--- src/rtl/uart_rx.sv ---
// uart_rx: 8-N-1 serial receiver with self-timed bit sampling re-centred on each start edge.
module uart_rx #(
  parameter int CLKS_PER_BIT = 10417
) (
  input  logic       i_clk,
  input  logic       i_reset,
  input  logic       i_rx,
  output logic [7:0] o_data,
  output logic       o_valid,
  output logic       o_frame_err,
  output logic       o_busy
);
  localparam logic [19:0] HALF_M1 = 20'(CLKS_PER_BIT / 2 - 1);
  localparam logic [19:0] BIT_M1 = 20'(CLKS_PER_BIT - 1);
  typedef enum logic [1:0] {IDLE, START, DATA, STOP} state_t;
  state_t state, state_n;
  logic rx_m, rx_s, rx_d, fall;
  logic [19:0] cnt, cnt_n;
  logic [2:0] idx, idx_n;
  logic [7:0] sh, sh_n, data_n;
  logic valid_n, ferr_n;
  // synchronizer and edge-history flops idle high so reset never looks like a start edge
  always_ff @(posedge i_clk or posedge i_reset)
    if (i_reset) {rx_m, rx_s, rx_d} <= 3'b111;
    else {rx_m, rx_s, rx_d} <= {i_rx, rx_m, rx_s};
  assign fall = rx_d & ~rx_s;
  assign o_busy = state != IDLE;
  always_comb begin
    state_n = state;
    cnt_n = cnt + 20'd1;
    idx_n = idx;
    sh_n = sh;
    data_n = o_data;
    valid_n = 1'b0;
    ferr_n = 1'b0;
    case (state)
      IDLE: begin
        cnt_n = '0;
        state_n = fall ? START : IDLE;
      end
      START: if (cnt == HALF_M1) begin
        cnt_n = '0;
        idx_n = '0;
        state_n = rx_s ? IDLE : DATA;
      end
      DATA: if (cnt == BIT_M1) begin
        cnt_n = '0;
        sh_n = {rx_s, sh[7:1]};
        idx_n = idx + 3'd1;
        state_n = idx == 3'd7 ? STOP : DATA;
      end
      STOP: if (cnt == BIT_M1) begin
        cnt_n = '0;
        state_n = IDLE;
        valid_n = rx_s;
        ferr_n = ~rx_s;
        data_n = rx_s ? sh : o_data;
      end
      default: state_n = IDLE;
    endcase
  end
  always_ff @(posedge i_clk or posedge i_reset)
    if (i_reset) begin
      state <= IDLE;
      cnt <= '0;
      idx <= '0;
      sh <= '0;
      o_data <= '0;
      o_valid <= 1'b0;
      o_frame_err <= 1'b0;
    end else begin
      state <= state_n;
      cnt <= cnt_n;
      idx <= idx_n;
      sh <= sh_n;
      o_data <= data_n;
      o_valid <= valid_n;
      o_frame_err <= ferr_n;
    end
endmodule

--- config.mk ---
export PLATFORM = sky130hd
export DESIGN_NAME = uart_rx
export DESIGN_NICKNAME = d
export VERILOG_FILES = /design/src/rtl/uart_rx.sv
export SDC_FILE = /design/constraint.sdc
export NUM_CORES = 1
export LEC_CHECK = 0
export ABC_AREA = 1
export CELL_PAD_IN_SITES_DETAIL_PLACEMENT = 1
export CELL_PAD_IN_SITES_GLOBAL_PLACEMENT = 2
export CORE_MARGIN = 3
export CORE_UTILIZATION = 35
export DETAILED_ROUTE_END_ITERATION = 8
export GPL_TIMING_DRIVEN = 0
export PLACE_DENSITY_LB_ADDON = 0.1
export SYNTH_ARGS = -nofsm -noshare
export SYNTH_HDL_FRONTEND = slang
export SYNTH_SLANG_ARGS = --single-unit
export TNS_END_PERCENT = 5
--- constraint.sdc ---
create_clock -name i_clk -period 2.3 [get_ports i_clk]
set_input_delay 0.345 -clock i_clk [delete_from_list [all_inputs] [get_ports i_clk]]
set_output_delay 0.345 -clock i_clk [all_outputs]
set_load 0.005 [all_outputs]
Yosys cells after proc, flatten, opt, wreduce, memory -nomap -nowiden. Cells that the tools add are included.

Bits in registers: 46. Bits of input ports: 3. Output and inout bits: 11. Logic and storage cells: 48.

$add $sub $neg: 2. Eq/ne operators: 9. Mux-type cells: 17. Bitwise logic cells: 2. Reductions and logical operators: 8.

Operators by type and width (number): one-hot mux 20 bit (3 select lines) (1); two-way mux 20 bit (2); adder 20 x 1 -> 20 bit (second input constant) (1); == test 20 x 13 -> 1 bit (second input constant) (1); == test 20 x 14 -> 1 bit (second input constant) (1); AND reduction 3 bit (3); two-way mux 2 bit (4); one-hot mux 2 bit (4 select lines) (1); two-way mux 1 bit (6); two-way mux 3 bit (2); inequality test 2 bit (second input constant) (3); one-hot mux 3 bit (2 select lines) (1); == test 2 bit (second input constant) (2); nonzero test 2 bit (2); adder 3 x 1 -> 3 bit (second input constant) (1); == test 3 bit (second input constant) (1); == test 2 x 1 -> 1 bit (second input constant) (1); zero test 2 bit (1); AND reduction 2 bit (1); OR reduction 2 bit (1); AND 1 bit (1); NOT 1 bit (1).

Longest topological paths before layout. Gate-level depths: netlist (run 1).

Depth in word-level cells: 4. Mapped depth: 12. Depth with buffers taken out: 12.

Worst setup path after synthesis (run 1). OpenSTA, ideal clock, no wires.

Path kind: reg2reg. Start point: register cnt[0]. End point: register cnt[2]. Setup time: 0.120 ns. Data arrival time: 1.445 ns. Required time: 2.180 ns. Setup slack: 0.735 ns. Cell stages (with the launch flop): 13. Period minus slack after synthesis: 1.565 ns. Path through: dfrtp_1 -> inv_1 -> ha_1 -> inv_1 -> nor2_1 -> nand2_1 -> nor2_2 -> inv_2 -> o21ai_2 -> nand2_2 -> inv_2 -> buf_6 -> nor2_1.

Cells in the longest elaborated chain, start to end: 3. Elaborated cells between the ends (all ways): 6.

RTL lines: from (decl) (RTL line 18) `logic [19:0] cnt, cnt_n;`; from (signal assigned) (RTL line 73) `cnt <= cnt_n;`; adder 20 x 1 -> 20 bit, or another cell as far along (RTL line 30) `cnt_n = cnt + 20'd1;`; two-way mux 20 bit, on equally long branches (RTL line 46, 52, 41); one-hot mux 20 bit (3 select lines) * (RTL line 36) `case (state)`; named net cnt_n[2] (RTL line 18).

Mark *: on every way through the listed nets, which the timed path passes. The rest lies on a longest branch. A chain may end at the register's enable or synchronous reset.

Final worst setup path (run 1).
Start point: register cnt[17]. End point: register cnt[8].

Cells in the longest elaborated chain, start to end: 3. Elaborated cells between the ends (all ways): 5.

RTL lines (RTL line): == test 20 x 14 -> 1 bit / == test 20 x 13 -> 1 bit (equally long branches) (46, 52, 41); two-way mux 20 bit, on equally long branches (46, 52, 41); one-hot mux 20 bit (3 select lines) * (36); named net cnt_n[8] (18).

Marked as above.

==> impl_results.md, run 1 <==
* Post-Synthesis Net Count at 301
* Worst Hold Class: input port to asynchronous set/reset pin
* Root Driver: clkbuf_8
* Synth area leaders: dfrtp_1 (46%), nand2_1 (12%), nor2_1 (7.4%), nand3_1 (5.3%), inv_1 (5.3%)
* Hold_buf cts at 0
* Clock Path Buffers at 2
* #FFs+latches synth at 46
* RSZ-0062 raised after global routing: no
* Area Growth Syn to Fin at 15.2%
* Die width at roughly 90 um
* EDFF count, synth at 0
* DRC at 0
* Top FF cell, synth: dfrtp_1
* Yosys warning total at 0
* TritonCTS clock tree: yes
* Leak Pwr at about 1.2 nW
* Routability cong. at a little under 0.8
* Vias in the first global route at 1977
* Final Skew at 0.00911 ns
* Critical Path RT at between 2 and 3 ns
* VDD IR-drop max at between 0.0003 and 0.0004 V
* Die area at 7700 um2
* Max FO, Critical Path at 10
* Placed cell area at 2590 um2
* Power Density at 716 nW/um2
* Max Fclk at 526 MHz
* Nets@finish at roughly 320
* Asr flop ratio synth at 100%
* Antenna-violating nets left at 0
* Design area at between 2000 and 3000 um2
* TritonRoute pass-1 iters at 5
* Tmin final at 1.90 ns
* Row Count at 29
* I/O pin total at 14
* Outcome: finished, final reports clean
* Tot Pwr at 1.93 mW
* Largest net degree at the start of global routing at 36
* Setup crit end kind: flip-flop
* Worst-margin pin slew at 0.433 ns
* Routed length on met2 at around 2600 um
* Fin util at 42.0%
* Post-CTS setup buffers at 0
* FILL cells at roughly 790
* Total track usage at roughly 16%
* CTS H-tree depth at 2
* Min Hold Slack at 0.294 ns
* Num CTS Buffers at 5
* Unique masters post-synth at 28
* Final worst path period share at 82.6%
* Initial antenna violation count at 0
* Sequential area share after synthesis at between 40% and 50%
* Mapped Area at 2340 um2
* WL/cell at 14.1 um
* DR vias/cell at 4.79
* Wl on met1 at 2860 um
* Post-Syn Area per Cell at 7.96 um2
* Total Wirelength at 5530 um
* First-pass GRT wire length at 9670 um
* WP data arrival at 2.10 ns
* DP Wirelength at 4060 um
* Number of max-cap violations at 0
* Final Hold Vio Count at 0
* Die Span Y at 87.8 um
* N_diodes at 0
* Post-Syn Instances at 294
* DR WL met3 at about 91 um
* Worst relative slew slack at 71.1%
* Initial drt markers at 61
* Share of cells above drive strength 1 at a little over a tenth
* CP Launch Type: flip-flop
* Starting Density at between 30% and 40%
* WS Path Type: flip-flop to flip-flop
* Total number of vias at 1882
* Yosys top cell area share at 46.0%
* Area occupied by multi-input gates at between 900 and 1000 um2
* Skew-Pair Late Insertion Delay at 0.30 ns
* Top layer in use: met4
* Final setup viols at 0
* Register Area at approximately 1200 um2
* Clock slew at reported path FFs at 0.10 ns
* Slew Viols, Final at 0
* Port bufs at 13
* Cell taking the most area after synthesis: dfrtp_1
* Grt ovf at 0
* Core Footprint at between 6000 and 7000 um2
* PostCTS Resize Cnt at 0
* Sink Count at 46
-- cell type report --
| cell class | count | share of cell area [%] |
|---|---|---|
| clock buffer | 6 | 2.69 |
| sequential | 46 | 42.8 |
| multi-input combinational | 204 | 37.0 |
| tap | 77 | 3.57 |
| inverter | 37 | 5.15 |
| buffer | 7 | 1.81 |
| timing repair buffer | 14 | 5.57 |
| clock inverter | 2 | 1.39 |
-- per-stage QoR --
step	instances	setup TNS, ns	worst slack [ns]
floorplan	294	0	0.735
global placement	384	-7.87	-0.186
detailed placement	385	0	0.383
CTS	393	0	0.354
global route	393	0	0.188
finish	393	0	0.399
-- worst paths after layout --
| path | from | endpoint | slack (ns) | cells after the start |
|---|---|---|---|---|
| setup / recovery | cnt[17] | cnt[8] | 0.40 | 9 |
| hold / removal | i_reset | idx[2] | 0.29 | 2 |
| setup reg to reg | cnt[17] | cnt[8] | 0.40 | 9 |
| hold reg to reg | rx_m | rx_s | 0.36 | 0 |
| max in group asynchronous | i_reset | o_data[2] | 1.53 | 3 |
| min in group i_clk | rx_m | rx_s | 0.36 | 0 |
-- metal layers --
metal,global-route usage (%),vias to the layer above
li1,-,958
met4,4.18,0
met3,2.82,2
met2,25.8,12
met5,0,-
met1,23.0,910
-- critical path, stage by stage (launching register included) --
cell and delay (ns):
dfrtp_1 0.42, inv_2 0.08, nand2_1 0.05, nor2_1 0.35, nand2_2 0.16, o21ai_2 0.23, nand2_2 0.08, inv_2 0.18
buf_6 0.19, nor2_1 0.06
-- power by group --
group | internal (mW) | switching, mW | total [mW]
logic | 0.138 | 0.225 | 0.363
registers | 0.886 | 0.0700 | 0.956
clock network | 0.325 | 0.288 | 0.612
total | 1.35 | 0.582 | 1.93
-- registers in the layout (all words and copies together), names as in the netlist, 3 cells and up, named ones only --
name / flops
o_data: 8
sh: 8
cnt: 20
idx: 3
-- cell usage in the layout, fill, tap and decap left out, types with 4 or more instances in the layout --
cell	netlist	layout
nand2_1	74	74
nor2_1	46	46
dfrtp_1	43	43
inv_1	33	32
nand3_1	25	25
clkdlybuf4s50_1	0	13
o21ai_0	9	9
nand4_1	8	8
o21ai_1	7	7
xor2_1	7	7
inv_2	4	5
nor3_1	5	5
clkbuf_8	0	5
nor2_2	4	4
ha_1	4	4
-- synth_stat cells, drive strengths merged (3+ instances only) --
| library cell | number |
|---|---|
| nand2 | 77 |
| nor2 | 52 |
| dfrtp | 43 |
| inv | 37 |
| nand3 | 26 |
| o21ai | 17 |
| nand4 | 9 |
| xor2 | 7 |
| buf | 5 |
| nor3 | 5 |
| ha | 4 |
| dfstp | 3 |
| xnor2 | 3 |
-- logic make-up after synthesis --
family	after synthesis	synth area share [%]
AND/OR/NAND/NOR	170	32.2
AO/OA/AOI/OAI	20	4.55
adder cells (fa/ha/maj)	4	2.14
XOR/XNOR	10	3.74
flip-flops	46	49.4
buffers and inverters	44	8.02
(Power assumes the default switching activity.)
==> run 2: changes to the inputs <==
Clock period 2.3 ns to 1.84 ns, I/O delays scaled along.
==> impl_results.md, run 2 (synthesis results as in run 1) <==
* Total Wirelength at 5750 um (was 5530 um)
* Max FO, Critical Path at 7 (was 10)
* Design area at 2870 um2 (was 2700 um2)
* DRC at 0 (unchanged)
* WS Path Type: flip-flop to flip-flop (unchanged)
* Vias in the first global route at 1977 (unchanged)
* VDD IR-drop max at 0.000482 V (was 0.000394 V)
* Number of max-cap violations at 0 (unchanged)
* Worst Hold Class: input port to asynchronous set/reset pin (unchanged)
* Leak Pwr at 1.26 nW (was 1.20 nW)
* Non-filler instance count after layout at 402 (was 393)
* Initial drt markers at 54 (was 61)
* FF-to-FF path depth at 12 (was 9)
* Most frequent cells in the layout: nand2_1 (74), dfrtp_1 (43), nor2_1 (42) (was nand2_1 (74), nor2_1 (46), dfrtp_1 (43))
* RSZ-0062 raised after global routing: yes (was no)
* Skew-Pair Late Insertion Delay at 0.31 ns (was 0.30 ns)
* Number of flip-flops in the largest register at 20 (unchanged)
* Worst relative slew slack at 76.0% (was 71.1%)
* Biggest registers after layout: cnt (20), o_data (8), sh (8) (unchanged)
* Row Count at 29 (unchanged)
* Clock Path Buffers at 2 (unchanged)
* TritonCTS clock tree: yes (unchanged)
* Final Skew at 0.00860 ns (was 0.00911 ns)
* Reg2Reg Setup Slack at 0.09 ns (was 0.40 ns)
* Inst Count DP at 385 (unchanged)
* Routability cong. at 0.775 (unchanged)
* Share of cells above drive strength 1 at 16.0% (was 10.8%)
* WL/cell at 14.3 um (was 14.1 um)
* Initial antenna violation count at 0 (unchanged)
* Num CTS Buffers at 5 (unchanged)
* CTS H-tree depth at 2 (unchanged)
* CP Launch Type: flip-flop (unchanged)
* Grt ovf at 0 (unchanged)
* First-pass GRT wire length at 9680 um (was 9670 um)
* DR vias/cell at 4.81 (was 4.79)
* Outcome: finished, final reports clean (unchanged)
* Reg-to-Reg End: cnt[2] (was cnt[8])
* Area Growth Syn to Fin at 22.6% (was 15.2%)
* Sink Count at 46 (unchanged)
* Power Density at 868 nW/um2 (was 716 nW/um2)
* Tot Pwr at 2.49 mW (was 1.93 mW)
* Core Footprint at 6420 um2 (unchanged)
* TritonRoute pass-1 iters at 4 (was 5)
* Placed cell area at 2590 um2 (unchanged)
* Worst Setup EP: cnt[2] (was cnt[8])
* Total track usage at 16.3% (about the same)
* Starting Density at 36.4% (unchanged)
* Critical Path RT at 2.04 ns (was 2.50 ns)
* N_diodes at 0 (unchanged)
* Port bufs at 13 (unchanged)
* Total number of vias at 1933 (was 1882)
* Tmin final at 1.75 ns (was 1.90 ns)
* Setup crit end kind: flip-flop (unchanged)
* Die Span Y at 87.8 um (unchanged)
* Max Fclk at 571 MHz (was 526 MHz)
* Worst r2r src: cnt[0] (was cnt[17])
* Final setup viols at 0 (unchanged)
* FILL cells at 777 (was 792)
* Final Hold Vio Count at 0 (unchanged)
* Root Driver: clkbuf_8 (unchanged)
* Clock slew at reported path FFs at 0.09 ns (was 0.10 ns)
* Largest net degree at the start of global routing at 36 (unchanged)
* WP data arrival at 1.95 ns (was 2.10 ns)
* DP Wirelength at 4060 um (unchanged)
* Final worst path period share at 95.2% (was 82.6%)
* Nets@finish at 331 (was 322)
* Critical path startpoint: cnt[0] (was cnt[17])
* I/O pin total at 14 (unchanged)
* Most common cell after layout, fill and taps aside: nand2_1 (unchanged)
* Reg with most FFs: cnt (unchanged)
* Antenna-violating nets left at 0 (unchanged)
* Die area at 7700 um2 (unchanged)
* Worst-margin pin slew at 0.358 ns (was 0.433 ns)
* Die width at 87.8 um (unchanged)
* Slew Viols, Final at 0 (unchanged)
-- run 2: report_power, final --
part	switching, mW	total [mW]	internal [mW]
registers	0.0958	1.20	1.11
logic	0.308	0.511	0.204
clock network	0.371	0.777	0.406
-- run 2: repair_timing --
item / CTS / global route
setup buffers: 0 / 8
setup endpoints to repair: 11 / 33
pin swaps: 0 / 5
gates resized for setup: 6 / 21
hold buffers: 0 / 0
cloned: 0 / 1
-- run 2: worst max-delay path, cell delays in order, from the launching register on --
cell	delay (ns)
dfrtp_1	0.42
inv_2	0.09
ha_4	0.12
inv_2	0.03
nor2_2	0.08
nand2_1	0.09
nor2_4	0.18
inv_4	0.07
o21ai_4	0.18
nand2_2	0.10
clkinv_4	0.10
clkbuf_16	0.15
nor2_1	0.04
-- run 2: worst min path at each step --
stage | from | end
3_5_place_dp | rx_m | rx_s
3_3_place_gp | rx_m | rx_s
2_1_floorplan | i_rx | rx_m
5_1_grt | i_reset | idx[2]
6_report | i_reset | idx[2]
4_1_cts | i_reset | idx[2]
-- run 2: final cells by class --
cell class | count | area (um2) | area share [%]
Inverter | 37 | 146 | 5.10
Buffer | 7 | 61.3 | 2.14
Tap cell | 77 | 96.3 | 3.36
Clock inverter | 2 | 37.5 | 1.31
Clock buffer | 6 | 72.6 | 2.53
Multi-Input combinational cell | 204 | 1050 | 36.5
Sequential cell | 46 | 1150 | 40.3
Timing Repair Buffer | 23 | 251 | 8.77
-- run 2: metrics by stage --
| stage | utilization (%) | setup TNS (ns) | hold slack, ns | setup WS (ns) |
|---|---|---|---|---|
| final | 44.7 | 0 | 0.220 | 0.0882 |
| after global routing | 44.7 | -0.628 | 0.241 | -0.0561 |
| after CTS | 42.3 | 0 | 0.229 | 0.00120 |
| after detailed placement | 40.3 | -0.676 | 0.348 | -0.0773 |
| after global placement | 40.0 | -25.91 | 0.346 | -0.577 |
| after floorplan | - | 0 | 0.280 | 0.275 |
-- run 2: per-layer routing --
layer | vias up | share of wire [%] | global-route usage, %
met5 | - | 0 | 0
met2 | 17 | 47 | 25.8
met4 | 0 | 1.1 | 4.18
met3 | 7 | 1.7 | 2.82
li1 | 981 | - | -
met1 | 928 | 50 | 23.0
==> run 3: changes to the inputs <==
--- a/constraint.sdc
+++ b/constraint.sdc
@@ -3,2 +3,2 @@
 set_output_delay 0.276 -clock i_clk [all_outputs]
-set_load 0.005 [all_outputs]
+set_load 0.05 [all_outputs]
==> impl_results.md, run 3 (synthesis results as in run 1) <==
* Antenna-violating nets left at 0 (unchanged)
* RSZ-0062 raised after global routing: yes (unchanged)
* Routability cong. at 0.775 (unchanged)
* VDD IR-drop max at 0.000475 V (was 0.000482 V)
* FF-to-FF path depth at 12 (unchanged)
* Critical Path RT at 1.56 ns (was 2.04 ns)
* Inst Count DP at 385 (unchanged)
* Non-filler instance count after layout at 399 (was 402)
* Worst-margin pin slew at 0.503 ns (was 0.358 ns)
* Core Footprint at 6420 um2 (unchanged)
* Tmin final at 1.74 ns (was 1.75 ns)
* Seq pwr share at 48.8% (was 48.3%)
* Root Driver: clkbuf_8 (unchanged)
* Worst Hold Class: input port to asynchronous set/reset pin (unchanged)
* P_int at 1.70 mW (was 1.72 mW)
* DRC at 0 (unchanged)
* Final setup viols at 0 (unchanged)
* Tot Pwr at 2.46 mW (was 2.49 mW)
* Max FO, Critical Path at 2 (was 7)
* Total Wirelength at 5600 um (was 5750 um)
* Slew Viols, Final at 0 (unchanged)
* Fin util at 43.5% (was 44.7%)
* Final Skew at 0.00789 ns (was 0.00860 ns)
* Min Hold Slack at 0.221 ns (was 0.220 ns)
* Number of max-cap violations at 0 (unchanged)
* Total track usage at 16.3% (unchanged)
* TritonRoute pass-1 iters at 4 (unchanged)
* Biggest registers after layout: cnt (20), o_data (8), sh (8) (unchanged)
* Worst relative slew slack at 66.3% (was 76.0%)
* Final worst path period share at 94.7% (was 95.2%)
* Crit-path leading delay family: buffers and inverters (was simple AND/OR/NAND/NOR gates)
* Most common cell after layout, fill and taps aside: nand2_1 (unchanged)
* Power Density at 879 nW/um2 (was 868 nW/um2)
* Reg with most FFs: cnt (unchanged)
* Hold_buf cts at 0 (unchanged)
* Setup_tns at 0 ns (unchanged)
* Placed cell area at 2590 um2 (unchanged)
* WL/cell at 14.0 um (was 14.3 um)
* Die area at 7700 um2 (unchanged)
* I/O pin total at 14 (unchanged)
* Number of flip-flops in the largest register at 20 (unchanged)
* Largest net degree at the start of global routing at 36 (unchanged)
* Clock slew at reported path FFs at 0.09 ns (about the same)
* Total number of vias at 1921 (was 1933)
* Worst Path Buf+Inv at 1 (was 5)
* Leak Pwr at 1.23 nW (was 1.26 nW)
* Design area at 2790 um2 (was 2870 um2)
* Combinational power share at 19.6% (was 20.5%)
* CP Launch Type: flip-flop (unchanged)
* Max Fclk at 574 MHz (was 571 MHz)
* Starting Density at 36.4% (unchanged)
* Die width at 87.8 um (unchanged)
* Slowest-stage cell, CP: clkdlybuf4s50_1 (was dfrtp_1)
* Initial drt markers at 59 (was 54)
* Nets@finish at 328 (was 331)
* First-pass GRT wire length at 9680 um (unchanged)
* DP Wirelength at 4060 um (unchanged)
* Most frequent cells in the layout: nand2_1 (74), nor2_1 (43), dfrtp_1 (43) (was nand2_1 (74), dfrtp_1 (43), nor2_1 (42))
* WS Path Type: flip-flop to output pin (was flip-flop to flip-flop)
* Share of cells above drive strength 1 at 14.3% (was 16.0%)
* Reg-to-Reg End: cnt[8] (was cnt[2])
* Worst r2r src: cnt[0] (unchanged)
* Skew-Pair Late Insertion Delay at 0.30 ns (was 0.31 ns)
* N_diodes at 0 (unchanged)
* Sink Count at 46 (unchanged)
* DR vias/cell at 4.81 (about the same)
* Switch share at 30.7% (was 31.1%)
* Clock power frac at 31.6% (was 31.2%)
* Clock Path Buffers at 2 (unchanged)
* Vias in the first global route at 1977 (unchanged)
* Area Growth Syn to Fin at 19.4% (was 22.6%)
* Die Span Y at 87.8 um (unchanged)
* Worst slack at placement at -0.0773 ns (unchanged)
* PnR worst setup slack at 0.0975 ns (was 0.0882 ns)
* Psw at 753 uW (was 774 uW)
* Grt ovf at 0 (unchanged)
* Reg2Reg Setup Slack at 0.11 ns (was 0.09 ns)
* TritonCTS clock tree: yes (unchanged)
* Final Hold Vio Count at 0 (unchanged)
* WP data arrival at 1.47 ns (was 1.95 ns)
* Slowest stage delay, CP at 0.81 ns (was 0.42 ns)
* Num CTS Buffers at 5 (unchanged)
* Setup crit end kind: output pin (was flip-flop)
* Row Count at 29 (unchanged)
* Outcome: finished, final reports clean (unchanged)
* Initial antenna violation count at 0 (unchanged)
* CTS H-tree depth at 2 (unchanged)
* Cells along the critical path: clkdlybuf4s50_1 (was inv_2 -> ha_4 -> inv_2 -> nor2_2 -> nand2_1 -> nor2_4 -> inv_4 -> o21ai_4 -> nand2_2 -> clkinv_4 -> clkbuf_16 -> nor2_1)
* Port bufs at 13 (unchanged)
==> run 3: cell types whose count changed in the layout (fill, tap and decap cells not counted), sizes merged <==
cell           delta
buf               -3
clkbuf            +1
clkdlybuf4s50     -1
==> run 3: worst register-to-register path: stages, from the launching register on <==
cell and delay (ns):
dfrtp_1 0.42, inv_2 0.08, ha_1 0.14, inv_1 0.05
nor2_1 0.08, nand2_1 0.09, nor2_4 0.16, inv_2 0.09
o21ai_4 0.16, nand2_2 0.10, clkinv_4 0.08, buf_8 0.14
nor2_1 0.06
==> run 3: power by group through the flow <==
stage	logic (mW)	registers, mW	clock network (mW)
after detailed placement	0.461	1.22	0
after CTS	0.471	1.20	0.802
final	0.481	1.20	0.777
after global routing	0.562	1.21	0.840
after global placement	0.449	1.21	0
after floorplan	0.366	1.19	0
==> run 3: timing repair <==
action | 4_1_cts | 5_1_grt
setup endpoints to repair | 12 | 35
buffers inserted | 0 | 6
pin swaps | 0 | 2
gates resized for setup | 6 | 11
==> run 3: cell type report <==
type	instances	area (um2)
Sequential cell	46	1150
Clock buffer	6	72.6
Clock inverter	2	37.5
Inverter	37	144
Fill cell	784	3630
Timing Repair Buffer	20	203
Multi-Input combinational cell	204	1030
Buffer	7	52.6
Tap cell	77	96.3
==> run 3: worst max-delay path by stage <==
stage                           end  depth (start not counted)  slack (ns)       from
after floorplan              cnt[2]                         12        0.27     cnt[0]
after global placement    o_data[2]                          2       -0.58    i_reset
after detailed placement     cnt[8]                          9       -0.08    cnt[17]
after CTS                    cnt[8]                          9       -0.01    cnt[15]
after global routing        cnt[13]                         12       -0.08     cnt[0]
final                     o_data[5]                          1         0.1  o_data[5]
==> run 3: metal layers <==
metal / global-route usage, % / share of wire (%) / up-vias
met5: 0 / 0 / -
met4: 4.18 / 1.1 / 0
met2: 25.8 / 47 / 15
met1: 23.0 / 49 / 928
li1: - / - / 972
met3: 2.82 / 2.3 / 6
